File: config.mk
export PLATFORM = sky130hd
export DESIGN_NAME = lsu_byte_initiator_flat
export DESIGN_NICKNAME = d
export VERILOG_FILES = /design/src/rtl/lsu_byte_initiator_if.sv /design/src/rtl/lsu_byte_initiator.sv /design/src/flat_wrapper.sv
export SDC_FILE = /design/constraint.sdc
export NUM_CORES = 1
export LEC_CHECK = 0
export ABC_AREA = 1
export BUFFER_PORTS_ARGS = -buffer_cell sky130_fd_sc_hd__buf_2
export CORE_MARGIN = 4
export CORE_UTILIZATION = 45
export CTS_CLUSTER_DIAMETER = 120
export CTS_CLUSTER_SIZE = 8
export DETAILED_ROUTE_END_ITERATION = 12
export PLACE_DENSITY = 0.8
export SYNTH_ARGS = -nofsm -noshare
export SYNTH_HDL_FRONTEND = slang
export SYNTH_SLANG_ARGS = --single-unit
File: constraint.sdc
create_clock -name clk -period 2.09 [get_ports clk]
set_input_delay 0.209 -clock clk [delete_from_list [all_inputs] [get_ports clk]]
set_output_delay 0.209 -clock clk [all_outputs]
set_load 0.02 [all_outputs]
File: src/rtl/lsu_byte_initiator_if.sv
// CPU request/response and byte-wide memory handshake bundle for the LSU byte initiator.
// The initiator itself uses the master view; the CPU/memory environment uses the slave view.
interface lsu_byte_initiator_if #(
    parameter int DATA_WIDTH = 32,
    parameter int ADDR_WIDTH = 32
);
    logic                  req_valid;
    logic                  req_ready;
    logic                  req_we;
    logic [1:0]            req_size;
    logic                  req_unsigned;
    logic [ADDR_WIDTH-1:0] req_addr;
    logic [DATA_WIDTH-1:0] req_wdata;
    logic                  resp_valid;
    logic [DATA_WIDTH-1:0] resp_rdata;
    logic                  resp_err;
    logic                  mem_req;
    logic                  mem_we;
    logic [ADDR_WIDTH-1:0] mem_addr;
    logic [7:0]            mem_wdata;
    logic                  mem_ack;
    logic [7:0]            mem_rdata;

    modport master (
        input  req_valid, req_we, req_size, req_unsigned, req_addr, req_wdata,
        output req_ready, resp_valid, resp_rdata, resp_err,
        output mem_req, mem_we, mem_addr, mem_wdata,
        input  mem_ack, mem_rdata
    );

    modport slave (
        output req_valid, req_we, req_size, req_unsigned, req_addr, req_wdata,
        input  req_ready, resp_valid, resp_rdata, resp_err,
        input  mem_req, mem_we, mem_addr, mem_wdata,
        output mem_ack, mem_rdata
    );
endinterface

File: src/rtl/lsu_byte_initiator.sv
// Splits one word/half/byte load or store into little-endian single-byte memory beats,
// reassembles load data with sign/zero extension and returns one response per request.
module lsu_byte_initiator #(
    parameter int DATA_WIDTH = 32,
    parameter int ADDR_WIDTH = 32
) (
    input logic                  clk,
    input logic                  rst_n,
    lsu_byte_initiator_if.master bus
);
    typedef enum logic [1:0] {IDLE, ACCESS, RESP} state_t;

    state_t                state_q, state_d;
    logic                  accept;
    logic                  we_q, uns_q, err_q;
    logic [1:0]            size_q;
    logic [1:0]            idx_q;
    logic [1:0]            last_q;
    logic [ADDR_WIDTH-1:0] addr_q;
    logic [DATA_WIDTH-1:0] wdata_q;
    logic [DATA_WIDTH-1:0] asm_q;

    function automatic logic [DATA_WIDTH-1:0] extend_load(input logic [DATA_WIDTH-1:0] raw,
                                                          input logic [1:0] size,
                                                          input logic uns);
        logic signed [7:0]  b;
        logic signed [15:0] h;
        b = raw[7:0];
        h = raw[15:0];
        extend_load = raw;
        if (size == 2'b00) begin
            if (uns) extend_load = {24'b0, raw[7:0]};
            else     extend_load = DATA_WIDTH'(b);
        end else if (size == 2'b01) begin
            if (uns) extend_load = {16'b0, raw[15:0]};
            else     extend_load = DATA_WIDTH'(h);
        end
    endfunction

    // req_ready is gated by rst_n so it reads 0 while reset is held
    assign accept = (state_q == IDLE) && rst_n && bus.req_valid;

    always_ff @(posedge clk or negedge rst_n) begin
        if (!rst_n) state_q <= IDLE;
        else        state_q <= state_d;
    end

    always_comb begin
        state_d        = state_q;
        bus.req_ready  = 1'b0;
        bus.resp_valid = 1'b0;
        bus.resp_err   = 1'b0;
        bus.resp_rdata = '0;
        bus.mem_req    = 1'b0;
        bus.mem_we     = 1'b0;
        bus.mem_addr   = '0;
        bus.mem_wdata  = '0;
        case (state_q)
            IDLE: begin
                bus.req_ready = rst_n;
                if (accept) state_d = (bus.req_size == 2'b11) ? RESP : ACCESS;
            end
            ACCESS: begin
                bus.mem_req   = 1'b1;
                bus.mem_we    = we_q;
                bus.mem_addr  = addr_q + ADDR_WIDTH'(idx_q);
                bus.mem_wdata = wdata_q[{idx_q, 3'b000} +: 8];
                if (bus.mem_ack && (idx_q == last_q)) state_d = RESP;
            end
            RESP: begin
                bus.resp_valid = 1'b1;
                bus.resp_err   = err_q;
                if (!err_q && !we_q) bus.resp_rdata = extend_load(asm_q, size_q, uns_q);
                state_d = IDLE;
            end
            default: state_d = IDLE;
        endcase
    end

    always_ff @(posedge clk or negedge rst_n) begin
        if (!rst_n) begin
            we_q    <= 1'b0;
            uns_q   <= 1'b0;
            err_q   <= 1'b0;
            size_q  <= 2'b00;
            idx_q   <= 2'b00;
            last_q  <= 2'b00;
            addr_q  <= '0;
            wdata_q <= '0;
            asm_q   <= '0;
        end else if (accept) begin
            we_q    <= bus.req_we;
            uns_q   <= bus.req_unsigned;
            err_q   <= (bus.req_size == 2'b11);
            size_q  <= bus.req_size;
            idx_q   <= 2'b00;
            // last beat index: 0, 1 or 3 for byte, half, word
            last_q  <= (bus.req_size == 2'b00) ? 2'd0 : (bus.req_size == 2'b01) ? 2'd1 : 2'd3;
            addr_q  <= bus.req_addr;
            wdata_q <= bus.req_wdata;
            asm_q   <= '0;
        end else if ((state_q == ACCESS) && bus.mem_ack) begin
            if (!we_q) asm_q[{idx_q, 3'b000} +: 8] <= bus.mem_rdata;
            idx_q <= idx_q + 2'd1;
        end
    end
endmodule

File: src/flat_wrapper.sv
// flat-port wrapper written by rule: the top's interface ports become plain ports
module lsu_byte_initiator_flat 
#(
    parameter int DATA_WIDTH = 32,
    parameter int ADDR_WIDTH = 32
)
  (clk, rst_n, bus_req_valid, bus_req_we, bus_req_size, bus_req_unsigned, bus_req_addr, bus_req_wdata, bus_req_ready, bus_resp_valid, bus_resp_rdata, bus_resp_err, bus_mem_req, bus_mem_we, bus_mem_addr, bus_mem_wdata, bus_mem_ack, bus_mem_rdata);
  lsu_byte_initiator_if #(.DATA_WIDTH(DATA_WIDTH), .ADDR_WIDTH(ADDR_WIDTH)) bus_i ();
  input logic clk;
  input logic rst_n;
  input wire logic [$bits(bus_i.req_valid)-1:0] bus_req_valid;
  input wire logic [$bits(bus_i.req_we)-1:0] bus_req_we;
  input wire logic [$bits(bus_i.req_size)-1:0] bus_req_size;
  input wire logic [$bits(bus_i.req_unsigned)-1:0] bus_req_unsigned;
  input wire logic [$bits(bus_i.req_addr)-1:0] bus_req_addr;
  input wire logic [$bits(bus_i.req_wdata)-1:0] bus_req_wdata;
  output wire logic [$bits(bus_i.req_ready)-1:0] bus_req_ready;
  output wire logic [$bits(bus_i.resp_valid)-1:0] bus_resp_valid;
  output wire logic [$bits(bus_i.resp_rdata)-1:0] bus_resp_rdata;
  output wire logic [$bits(bus_i.resp_err)-1:0] bus_resp_err;
  output wire logic [$bits(bus_i.mem_req)-1:0] bus_mem_req;
  output wire logic [$bits(bus_i.mem_we)-1:0] bus_mem_we;
  output wire logic [$bits(bus_i.mem_addr)-1:0] bus_mem_addr;
  output wire logic [$bits(bus_i.mem_wdata)-1:0] bus_mem_wdata;
  input wire logic [$bits(bus_i.mem_ack)-1:0] bus_mem_ack;
  input wire logic [$bits(bus_i.mem_rdata)-1:0] bus_mem_rdata;
  assign bus_i.req_valid = bus_req_valid;
  assign bus_i.req_we = bus_req_we;
  assign bus_i.req_size = bus_req_size;
  assign bus_i.req_unsigned = bus_req_unsigned;
  assign bus_i.req_addr = bus_req_addr;
  assign bus_i.req_wdata = bus_req_wdata;
  assign bus_req_ready = bus_i.req_ready;
  assign bus_resp_valid = bus_i.resp_valid;
  assign bus_resp_rdata = bus_i.resp_rdata;
  assign bus_resp_err = bus_i.resp_err;
  assign bus_mem_req = bus_i.mem_req;
  assign bus_mem_we = bus_i.mem_we;
  assign bus_mem_addr = bus_i.mem_addr;
  assign bus_mem_wdata = bus_i.mem_wdata;
  assign bus_i.mem_ack = bus_mem_ack;
  assign bus_i.mem_rdata = bus_mem_rdata;
  lsu_byte_initiator #(.DATA_WIDTH(DATA_WIDTH), .ADDR_WIDTH(ADDR_WIDTH)) u_core (.clk(clk), .rst_n(rst_n), .bus(bus_i));
endmodule
==> flow_summary.json, run 1 <==
{
  "outcome": "finished with violations",
  "failing_checks": "negative setup slack",
  "yosys_register_bits": 107,
  "grt_overflow_total": 0,
  "n_antenna_cell": 0,
  "ioPinCount": 157,
  "hpwlAfterDp_um": 12410,
  "detail_route.drc_violations": 0,
  "fin_ws_ps": -217.5,
  "grt_antenna_before_repair": 0,
  "post_route_cells_drive_above_1_share": 0.2641,
  "fin_worst_hold_slack_ps": 33.90,
  "worst_ep_required_time_ps": 1880,
  "worstRegToRegCells": 8,
  "timing.critical_path.to_type": "primary output",
  "maximum_number_of_pins_on_one_net_before_global_route_repair": 109,
  "timing_worst_slew_pin_value_ps": 597.3,
  "synthFlopType": "sky130_fd_sc_hd__dfrtp_1",
  "power_leakage_nw": 3.948,
  "dp.cells": 1193,
  "timing.critical_path.arrival_ps": 2100,
  "placed_cell_area_mm2": 0.007056,
  "routed_wirelength_um": 17260,
  "die-width_um": 124.7,
  "gp_congestion": 0.9181,
  "clock_skew_ps": 10.90,
  "final_cell_area_mm2": 0.007864,
  "reg2reg_slack_ps": 30,
  "grt.total_usage": 0.2167,
  "post_layout_nonfiller_instances": 1225,
  "period_needed_ps": 2307,
  "area_share_of_the_largest_cell_type_after_synthesis": 0.4366,
  "share_of_async_settable_or_async_resettable_flops_after_synthesis": 1.000,
  "hold-path-cell-count": 3,
  "relSlewSlack": 0.6018,
  "initial_utilization": 0.4612,
  "fin_nets": 1132,
  "maxCapViolCount": 0,
  "num_vias": 6173,
  "min-delay-start": "bus_req_wdata[23]",
  "num_rows": 42,
  "grt_setup_unrepaired": "true",
  "area_growth_pct": 28.24,
  "worstSkewPairLatency_ps": 360,
  "report.final.setup_viol": 27,
  "hold-path-endpoint": "u_core.wdata_q[23]$_DFFE_PN0P_",
  "cts_inserted_buffers": 9,
  "critical_path.startpoint_type": "flop",
  "report.final.slew_viol_count": 0,
  "met3_length_um": 1264,
  "tritoncts": "done",
  "fmaxAchievable_ghz": 0.4334,
  "routedWlPerCell_um": 14.09,
  "clk_path_buf_depth": 2,
  "syn_avg_cell_area_um2": 6.976,
  "placeableCoreArea_mm2": 0.01330,
  "fillerInstances": 1219,
  "global_route_wire_length_before_repair_um": 27540,
  "synth_largest_area_cell": "sky130_fd_sc_hd__dfrtp_1",
  "dr.first_iter.drc_count": 565,
  "number_of_enable_flip_flop_cells_after_synthesis": 0,
  "firstDrtPassIters": 5,
  "hold_violations": 0,
  "ys_types": 34,
  "clock_transition_at_the_register_clock_pins_on_the_worst_setup_and_hold_paths_after_cts_ps": 80,
  "clkSinkCount": 107,
  "critical_path.reg2reg.startpoint": "u_core.idx_q[0]$_DFFE_PN0N_",
  "synth.net_count": 967,
  "vias_per_cell": 5.039,
  "post_synth_inst_count": 879,
  "met2_length_um": 7920,
  "worst_hold_path_type": "primary input to flop",
  "port_buffers": 156,
  "routedLengthMet1_um": 7704,
  "post_route_antenna_net_violation_count": 0,
  "htree_num_levels": 3,
  "maximum_fanout_count_along_the_critical_path": 4,
  "worstReg2RegEnd": "u_core.asm_q[20]$_DFFE_PN0P_",
  "yosys_warnings": 0,
  "uppermost_signal_routing_layer_after_detailed_routing": "met4",
  "area_of_the_die_mm2": 0.01556,
  "grt_pass1_vias": 5649,
  "ir_worst_vdd_mv": 0.6142,
  "yosysSeqAreaShare": 0.4366,
  "synth_area_leaders": "sky130_fd_sc_hd__dfrtp_1 44%, sky130_fd_sc_hd__nand2_1 19%, sky130_fd_sc_hd__nor2_1 8.3%, sky130_fd_sc_hd__o21ai_0 5.4%, sky130_fd_sc_hd__inv_1 4.9%",
  "die_h_um": 124.7,
  "min_period_over_period": 1.104,
  "placement.setup.worst_slack_ps": 71.12,
  "cellPowerDensity_mw_per_mm2": 1247,
  "path_class": "flop to primary output",
  "total_power_mw": 9.807,
  "clk_root_buffer_cell": "sky130_fd_sc_hd__clkbuf_16",
  "syn-cell-area_mm2": 0.006132
}
## per-layer routing
layer / GRT usage / vias up
li1: - / 3073
met1: 0.3071 / 2818
met2: 0.3352 / 251
met3: 0.03216 / 31
met4: 0.08382 / 0
met5: 0 / -
## worst max path at each step
stage                                       startpoint               end  slack (ps)  cells after the start
final                     u_core.addr_q[0]$_DFFE_PN0P_   bus_mem_addr[8]        -220                     10
after global routing       u_core.idx_q[0]$_DFFE_PN0N_  bus_mem_addr[24]        -320                     12
after CTS                  u_core.idx_q[0]$_DFFE_PN0N_  bus_mem_addr[26]        -160                     11
after detailed placement   u_core.idx_q[0]$_DFFE_PN0N_  bus_mem_addr[24]          70                     10
after global placement     u_core.idx_q[0]$_DFFE_PN0N_  bus_mem_addr[24]         100                     10
after floorplan            u_core.idx_q[0]$_DFFE_PN0N_  bus_mem_addr[24]          50                      9
## layout make-up
cell class | count | area (um^2) | share of cell area
clock buffers | 9 | 225.2 | 0.02864
clock inverters | 7 | 93.84 | 0.01193
inverters | 85 | 326.6 | 0.04153
multi-input cells | 654 | 3151 | 0.4006
flip-flops and latches | 107 | 2681 | 0.3410
well taps | 176 | 220.2 | 0.02800
repair buffers | 187 | 1166 | 0.1483
## cell families (layout without fill, tap and decap cells)
family | after synthesis | after routing | share of synthesized area
fa+ha+maj | 8 | 8 | 0.01755
simple gates | 517 | 517 | 0.3446
compound gates | 127 | 127 | 0.1106
xor+xnor | 2 | 2 | 0.002857
flops | 107 | 107 | 0.4366
buf+inv | 118 | 288 | 0.08774
## flip-flops by register name, indices dropped and copies added (netlist names)
name / flops
u_core.addr_q: 32
u_core.asm_q: 32
u_core.wdata_q: 32
u_core.idx_q: 2
u_core.last_q: 2
u_core.size_q: 2
u_core.state_q: 2
u_core.err_q: 1
u_core.uns_q: 1
u_core.we_q: 1
## stage by stage
step                        util  TNS [ps]
after floorplan                -         0
after global placement    0.5307         0
after detailed placement  0.5307         0
after CTS                 0.5753     -2276
after global routing      0.5915     -6485
final                     0.5915     -2788
## layout by cell type (no fill, tap or decap), types with 20 or more instances in the layout
| master | Yosys | layout |
|---|---|---|
| sky130_fd_sc_hd__a21oi_1 | 38 | 37 |
| sky130_fd_sc_hd__buf_2 | 12 | 125 |
| sky130_fd_sc_hd__buf_4 | 3 | 51 |
| sky130_fd_sc_hd__dfrtp_1 | 107 | 104 |
| sky130_fd_sc_hd__inv_1 | 80 | 77 |
| sky130_fd_sc_hd__nand2_1 | 307 | 298 |
| sky130_fd_sc_hd__nand3_1 | 33 | 28 |
| sky130_fd_sc_hd__nor2_1 | 136 | 121 |
| sky130_fd_sc_hd__o21ai_0 | 66 | 57 |
| sky130_fd_sc_hd__o21ai_1 | 13 | 20 |
## repair_timing
action | in CTS | in global routing
endpoints found under the hold margin | 23 | 0
resized for setup | 69 | 49
buffers inserted | 6 | 10
endpoints found under the setup margin | 45 | 60
gates cloned | 0 | 0
hold buffers | 1 | 0
pin swaps | 12 | 17
## report_power, final
group | internal (mW) | total [mW] | switching, mW | leakage, nW
Combinational | 1.61 | 4.49 | 2.88 | 2.42
Clock | 0.963 | 1.81 | 0.849 | 0.153
Sequential | 2.84 | 3.50 | 0.666 | 1.37
Total | 5.41 | 9.81 | 4.40 | 3.95
## Yosys cell counts, drive strengths merged, types with 2 or more instances
cell type / count
nand2: 313
nand3b: 2
clkbuf: 7
buf: 26
o21ai: 80
ha: 7
inv: 84
nand3: 36
nand4: 3
dfrtp: 107
nor2: 144
a21oi: 45
nor3: 17
## worst max-delay path, cell delays in order (launching register included)
cell and delay (ps):
sky130_fd_sc_hd__dfrtp_1 390, sky130_fd_sc_hd__ha_2 200, sky130_fd_sc_hd__fa_2 360, sky130_fd_sc_hd__nand2_4 80, sky130_fd_sc_hd__nor2_4 50, sky130_fd_sc_hd__nand2_4 110, sky130_fd_sc_hd__buf_4 130, sky130_fd_sc_hd__inv_4 40
sky130_fd_sc_hd__o21ai_1 140, sky130_fd_sc_hd__a21oi_1 60, sky130_fd_sc_hd__buf_4 160
Power figures use the tool's default switching activity.
==> inputs of run 2 (changes only) <==
--- a/config.mk
+++ b/config.mk
@@ -13,6 +13,7 @@
 export CTS_CLUSTER_SIZE = 8
 export DETAILED_ROUTE_END_ITERATION = 12
 export PLACE_DENSITY = 0.8
+export REMOVE_ABC_BUFFERS = 1
 export SYNTH_ARGS = -nofsm -noshare
 export SYNTH_HDL_FRONTEND = slang
 export SYNTH_SLANG_ARGS = --single-unit
==> run 2 against run 1 <==
Against the previous run: the run still ends with negative setup slack left; utilization up 0.83 points; die area unchanged; sequential share of layout area down 0.50 points; maximum frequency down 0.16%; combinational power up 2%; sequential cell count unchanged; clock skew down 2.1 ps; power up 0.31%; cell count up 0.33%; register-to-register slack better by 120 ps; largest power group unchanged.
==> flow_summary.json, run 2 (synthesis results as in run 1) <==
{
  "clkSinkCount": 107,
  "fin_ws_ps": -221.1,
  "maximum_number_of_pins_on_one_net_before_global_route_repair": 109,
  "clk_root_buffer_cell": "sky130_fd_sc_hd__clkbuf_16",
  "reg2reg_slack_ps": 150,
  "num_rows": 42,
  "critPathMaxStageDelay_ps": 390,
  "timing_worst_slew_pin_value_ps": 581.9,
  "report.final.setup_viol": 30,
  "routedWlPerCell_um": 14.53,
  "worst_hold_path_type": "primary input to flop",
  "vias_per_cell": 5.102,
  "die-width_um": 124.7,
  "fmaxAchievable_ghz": 0.4327,
  "worstPathCellList": "ha_2 -> fa_2 -> nand2_4 -> nor2_4 -> inv_1 -> nor2_4 -> nand2_1 -> o21ai_0 -> nor2_1 -> buf_4",
  "clock_transition_at_the_register_clock_pins_on_the_worst_setup_and_hold_paths_after_cts_ps": 70,
  "dr.first_iter.drc_count": 391,
  "p_int_mw": 5.464,
  "power_frac_seq": 0.353,
  "crit_start": "u_core.addr_q[0]$_DFFE_PN0P_",
  "failing_checks": "negative setup slack",
  "power_leakage_nw": 3.974,
  "reported_net_switching_power_mw": 4.374,
  "worstReg2RegEnd": "u_core.asm_q[5]$_DFFE_PN0P_",
  "initial_utilization": 0.4612,
  "hold_violations": 0,
  "placeableCoreArea_mm2": 0.01330,
  "worstSkewPairLatency_ps": 350,
  "routed_wirelength_um": 17860,
  "area_of_the_die_mm2": 0.01556,
  "fin_nets": 1135,
  "ioPinCount": 157,
  "num_vias": 6270,
  "critical_path.reg2reg.startpoint": "u_core.idx_q[0]$_DFFE_PN0N_",
  "grt_antenna_before_repair": 1,
  "firstDrtPassIters": 5,
  "min_period_over_period": 1.106,
  "post_route_antenna_net_violation_count": 0,
  "timing.critical_path.arrival_ps": 2100,
  "cts_inserted_buffers": 9,
  "port_buffers": 156,
  "path_common_cell": "sky130_fd_sc_hd__nor2_4",
  "final_cell_area_mm2": 0.007974,
  "critical_path.startpoint_type": "flop",
  "path_class": "flop to primary output",
  "cellPowerDensity_mw_per_mm2": 1234,
  "grt_pass1_vias": 5832,
  "placed_cell_area_mm2": 0.007061,
  "hpwlAfterDp_um": 12150,
  "clock_skew_ps": 8.812,
  "share_clk_of_total_power": 0.179,
  "report.final.slew_viol_count": 0,
  "outcome": "finished with violations",
  "critical_path.endpoint": "bus_mem_addr[12]",
  "grt.total_usage": 0.2181,
  "final.setup.tns_ps": -3658,
  "tritoncts": "done",
  "utilization": 0.5998,
  "total_power_mw": 9.837,
  "maxCapViolCount": 0,
  "clk_path_buf_depth": 2,
  "grt_setup_unrepaired": "true",
  "period_needed_ps": 2311,
  "relSlewSlack": 0.6121,
  "gp_congestion": 0.9063,
  "post_route_cells_drive_above_1_share": 0.2776,
  "worstRegToRegCells": 8,
  "share_of_power_burned_in_combinational_logic": 0.468,
  "layout.cells.most_common": "sky130_fd_sc_hd__nand2_1",
  "grt_overflow_total": 0,
  "htree_num_levels": 3,
  "ir_worst_vdd_mv": 0.5695,
  "area_growth_pct": 30.03,
  "largest_registers": "u_core.addr_q x32, u_core.asm_q x32, u_core.wdata_q x32",
  "timing.critical_path.to_type": "primary output",
  "global_route_wire_length_before_repair_um": 28100,
  "detail_route.drc_violations": 0,
  "maximum_fanout_count_along_the_critical_path": 4,
  "switch_share": 0.4446,
  "die_h_um": 124.7,
  "mostFrequentLayoutCells": "295 x sky130_fd_sc_hd__nand2_1, 118 x sky130_fd_sc_hd__nor2_1, 110 x sky130_fd_sc_hd__buf_2",
  "worst_ep_required_time_ps": 1880,
  "crit_slowest_cell": "sky130_fd_sc_hd__fa_2"
}
## run 2: power groups by stage
stage	Combinational (mW)	Sequential, mW	Clock, mW
after floorplan	2.59	3.38	0
after global placement	3.83	3.43	0
after detailed placement	3.91	3.45	0
after CTS	4.19	3.42	1.81
after global routing	5.11	3.57	1.88
final	4.60	3.47	1.76
## run 2: how the worst min path moves through the flow
| stage | startpoint | to | slack [ps] | depth (start not counted) |
|---|---|---|---|---|
| global route | bus_req_wdata[30] | u_core.wdata_q[30]$_DFFE_PN0P_ | 40 | 3 |
| CTS | bus_req_wdata[17] | u_core.wdata_q[17]$_DFFE_PN0P_ | 40 | 3 |
| global placement | rst_n | u_core.we_q$_DFFE_PN0P_ | 370 | 2 |
| detailed placement | rst_n | u_core.we_q$_DFFE_PN0P_ | 370 | 2 |
| finish | bus_req_wdata[17] | u_core.wdata_q[17]$_DFFE_PN0P_ | 50 | 3 |
| floorplan | rst_n | u_core.addr_q[0]$_DFFE_PN0P_ | -90 | 0 |
## run 2: critical path, delay by kind of cell (launching register included)
family | cells | cell delay, ps
fa+ha+maj | 2 | 600
simple gates | 5 | 400
flops | 1 | 380
buf+inv | 2 | 290
compound gates | 1 | 80
## run 2: final cells by class
cell class	count	area, um^2
well taps	176	220.2
repair buffers	189	1226
flip-flops and latches	107	2679
clock inverters	6	71.32
fillers	1195	5321
clock buffers	10	239.0
multi-input cells	655	3211
diodes	1	2.502
inverters	85	325.3
## run 2: per-layer routing
layer	vias to the layer above	track usage	part of all wire
met4	0	0.08382	0.026
met2	261	0.3473	0.48
met3	39	0.03087	0.061
met5	-	0	0
met1	2888	0.3020	0.44
li1	3082	-	-
## run 2: repair_timing
item,CTS,global route
pin swaps,23,30
gates resized for setup,75,65
gates cloned,0,1
endpoints found under the hold margin,20,0
setup endpoints to repair,52,78
hold buffers,1,0
buffers inserted,4,15
## run 2: stage by stage
| stage | worst slack (ps) | hold WS, ps | std cells |
|---|---|---|---|
| after floorplan | -308.0 | -86.59 | 846 |
| after global placement | 119.8 | 371.1 | 1192 |
| after detailed placement | 56.28 | 373.3 | 1192 |
| after CTS | -165.2 | 35.52 | 1213 |
| after global routing | -369.7 | 40.27 | 1229 |
| final | -221.1 | 48.89 | 1229 |
==> inputs of run 3 (changes only) <==
--- a/config.mk
+++ b/config.mk
@@ -7,6 +7,7 @@
 export LEC_CHECK = 0
 export ABC_AREA = 1
 export BUFFER_PORTS_ARGS = -buffer_cell sky130_fd_sc_hd__buf_2
+export CORE_ASPECT_RATIO = 0.9
 export CORE_MARGIN = 4
 export CORE_UTILIZATION = 45
 export CTS_CLUSTER_DIAMETER = 120
@@ -17,3 +18,4 @@
 export SYNTH_ARGS = -nofsm -noshare
 export SYNTH_HDL_FRONTEND = slang
 export SYNTH_SLANG_ARGS = --single-unit
+export TNS_END_PERCENT = 100
==> run 3 against run 2 <==
Against the previous run: the flow finishes with violations (negative hold slack, negative setup slack); setup slack better by 38 ps; power down 2.2%; sequential share of layout area up 0.93 points; sequential power about the same; clock power up 6%; register-to-register slack worse by 50 ps; die area about the same; utilization down 1.9 points; first-iteration DRC count up 9.5%; largest power group unchanged.
==> flow_summary.json, run 3 (synthesis results as in run 1) <==
{
  "maxCapViolCount": 0,
  "crit_start": "u_core.idx_q[0]$_DFFE_PN0N_",
  "worstSkewPairLatency_ps": 350,
  "cts_inserted_buffers": 9,
  "die_h_um": 118.7,
  "hold_violations": 32,
  "report.final.slew_viol_count": 0,
  "routedWlPerCell_um": 14.03,
  "timing.critical_path.to_type": "primary output",
  "power_leakage_nw": 3.922,
  "largest_registers": "u_core.addr_q x32, u_core.asm_q x32, u_core.wdata_q x32",
  "worst_hold_path_type": "primary input to async pin",
  "met2_length_um": 7797,
  "timing.critical_path.arrival_ps": 2060,
  "htree_num_levels": 3,
  "report.final.setup_viol": 27,
  "cellPowerDensity_mw_per_mm2": 1239,
  "worst_ep_required_time_ps": 1880,
  "uppermost_signal_routing_layer_after_detailed_routing": "met4",
  "area_of_the_die_mm2": 0.01556,
  "gp_congestion": 0.9676,
  "initial_utilization": 0.4589,
  "failing_checks": "negative hold slack, negative setup slack",
  "met3_length_um": 1084,
  "outcome": "finished with violations",
  "fmaxAchievable_ghz": 0.4400,
  "dr.first_iter.drc_count": 428,
  "mostFrequentLayoutCells": "300 x sky130_fd_sc_hd__nand2_1, 123 x sky130_fd_sc_hd__nor2_1, 121 x sky130_fd_sc_hd__buf_2",
  "critical_path.reg2reg.startpoint": "u_core.idx_q[0]$_DFFE_PN0N_",
  "die-width_um": 131.1,
  "fin_nets": 1125,
  "grt.total_usage": 0.2174,
  "final.setup.tns_ps": -2387,
  "hpwlAfterDp_um": 12090,
  "post_layout_nonfiller_instances": 1211,
  "min_period_over_period": 1.088,
  "maximum_fanout_count_along_the_critical_path": 4,
  "placeableCoreArea_mm2": 0.01336,
  "vias_per_cell": 4.971,
  "layout.cells.most_common": "sky130_fd_sc_hd__nand2_1",
  "detail_route.drc_violations": 0,
  "grt_setup_unrepaired": "true",
  "critical_path.startpoint_type": "flop",
  "grt_pass1_vias": 5631,
  "relSlewSlack": 0.5974,
  "fin_worst_hold_slack_ps": -60.46,
  "fillerInstances": 1260,
  "period_needed_ps": 2273,
  "tritoncts": "done",
  "dp.cells": 1184,
  "area_growth_pct": 26.59,
  "ir_worst_vdd_mv": 0.6592,
  "clk_path_buf_depth": 2,
  "port_buffers": 156,
  "clk_root_buffer_cell": "sky130_fd_sc_hd__clkbuf_16",
  "ioPinCount": 157,
  "post_route_cells_drive_above_1_share": 0.2505,
  "grt_overflow_total": 0,
  "fin_ws_ps": -182.9,
  "post_route_antenna_net_violation_count": 0,
  "reg2reg_slack_ps": 100,
  "maximum_number_of_pins_on_one_net_before_global_route_repair": 108,
  "firstDrtPassIters": 5,
  "routedLengthMet1_um": 7784,
  "grt_antenna_before_repair": 1,
  "global_route_wire_length_before_repair_um": 27070,
  "clock_skew_ps": 8.063,
  "path_class": "flop to primary output",
  "routed_wirelength_um": 16990,
  "num_vias": 6020,
  "num_rows": 40,
  "clkSinkCount": 107,
  "clock_transition_at_the_register_clock_pins_on_the_worst_setup_and_hold_paths_after_cts_ps": 70,
  "timing_worst_slew_pin_value_ps": 604.0
}
-- run 3: cell types whose count changed in the layout (fill, tap and decap cells not counted), moves of 3 or more --
cell                      delta
sky130_fd_sc_hd__nor2_2      -4
sky130_fd_sc_hd__a21oi_2    -10
sky130_fd_sc_hd__nand2_4     -3
sky130_fd_sc_hd__nand2_1     +5
sky130_fd_sc_hd__a21oi_1    +11
sky130_fd_sc_hd__nand2_2     -3
sky130_fd_sc_hd__buf_4      -17
sky130_fd_sc_hd__buf_2      +11
sky130_fd_sc_hd__nor2_1      +5
-- run 3: metrics by stage --
step             util  area (um^2)  setup slack [ps]  power, mW  hold slack [ps]
4_1_cts        0.5672         7580            -148.7      9.420            6.335
2_1_floorplan       -         5914            -308.0      5.970           -86.59
3_3_place_gp   0.5276         7051             115.2      7.260            381.4
3_5_place_dp   0.5276         7051             87.22      7.354            384.4
5_1_grt        0.5809         7762            -330.5      10.36            19.24
6_report       0.5809         7762            -182.9      9.616           -60.46
-- run 3: worst paths after layout --
kind                       cells after the start                        endpoint
max reg2reg                                    8     u_core.asm_q[0]$_DFFE_PN0P_
min reg2reg                                    2  u_core.wdata_q[11]$_DFFE_PN0P_
min                                            2     u_core.asm_q[7]$_DFFE_PN0P_
min in group clk                               3  u_core.wdata_q[27]$_DFFE_PN0P_
max                                           10                bus_mem_addr[18]
max in group asynchronous                      2     u_core.idx_q[1]$_DFFE_PN0N_
-- run 3: timing repair --
action	4_1_cts	5_1_grt
hold endpoints to repair	0	0
endpoints found under the setup margin	48	69
hold buffers	0	0
resized for setup	62	40
setup buffers	2	8
pin swaps	17	11
-- run 3: area by class of cell --
type | count | area, um^2 | share of cell area
multi-input combinational | 654 | 3109 | 0.4005
sequential | 107 | 2680 | 0.3453
timing repair buffer | 180 | 1116 | 0.1438
inverter | 85 | 320.3 | 0.04126
clock buffer | 9 | 225.2 | 0.02901
tap | 168 | 210.2 | 0.02708
clock inverter | 7 | 98.84 | 0.01273
antenna | 1 | 2.502 | 0.0003224
-- run 3: routing by layer --
metal  GRT usage  up-vias
met5           0        -
met4     0.06105        0
met3     0.04835       22
met2      0.3293      203
met1      0.3119     2733
li1            -     3062
-- run 3: critical path, cell delays in order, from the launching register on --
cell and delay (ps):
sky130_fd_sc_hd__dfrtp_1 380, sky130_fd_sc_hd__ha_2 200, sky130_fd_sc_hd__fa_2 350, sky130_fd_sc_hd__nand2_2 110
sky130_fd_sc_hd__nor2_4 60, sky130_fd_sc_hd__nand2_4 100, sky130_fd_sc_hd__nor2_4 60, sky130_fd_sc_hd__buf_4 140
sky130_fd_sc_hd__a21oi_1 110, sky130_fd_sc_hd__nor2_1 60, sky130_fd_sc_hd__buf_4 150
-- run 3: report_power, final --
group	leakage, nW	internal, mW	total [mW]	switching (mW)
clock network	0.162	1.06	1.86	0.796
logic	2.39	1.52	4.29	2.77
registers	1.37	2.84	3.47	0.631
total	3.92	5.42	9.62	4.20
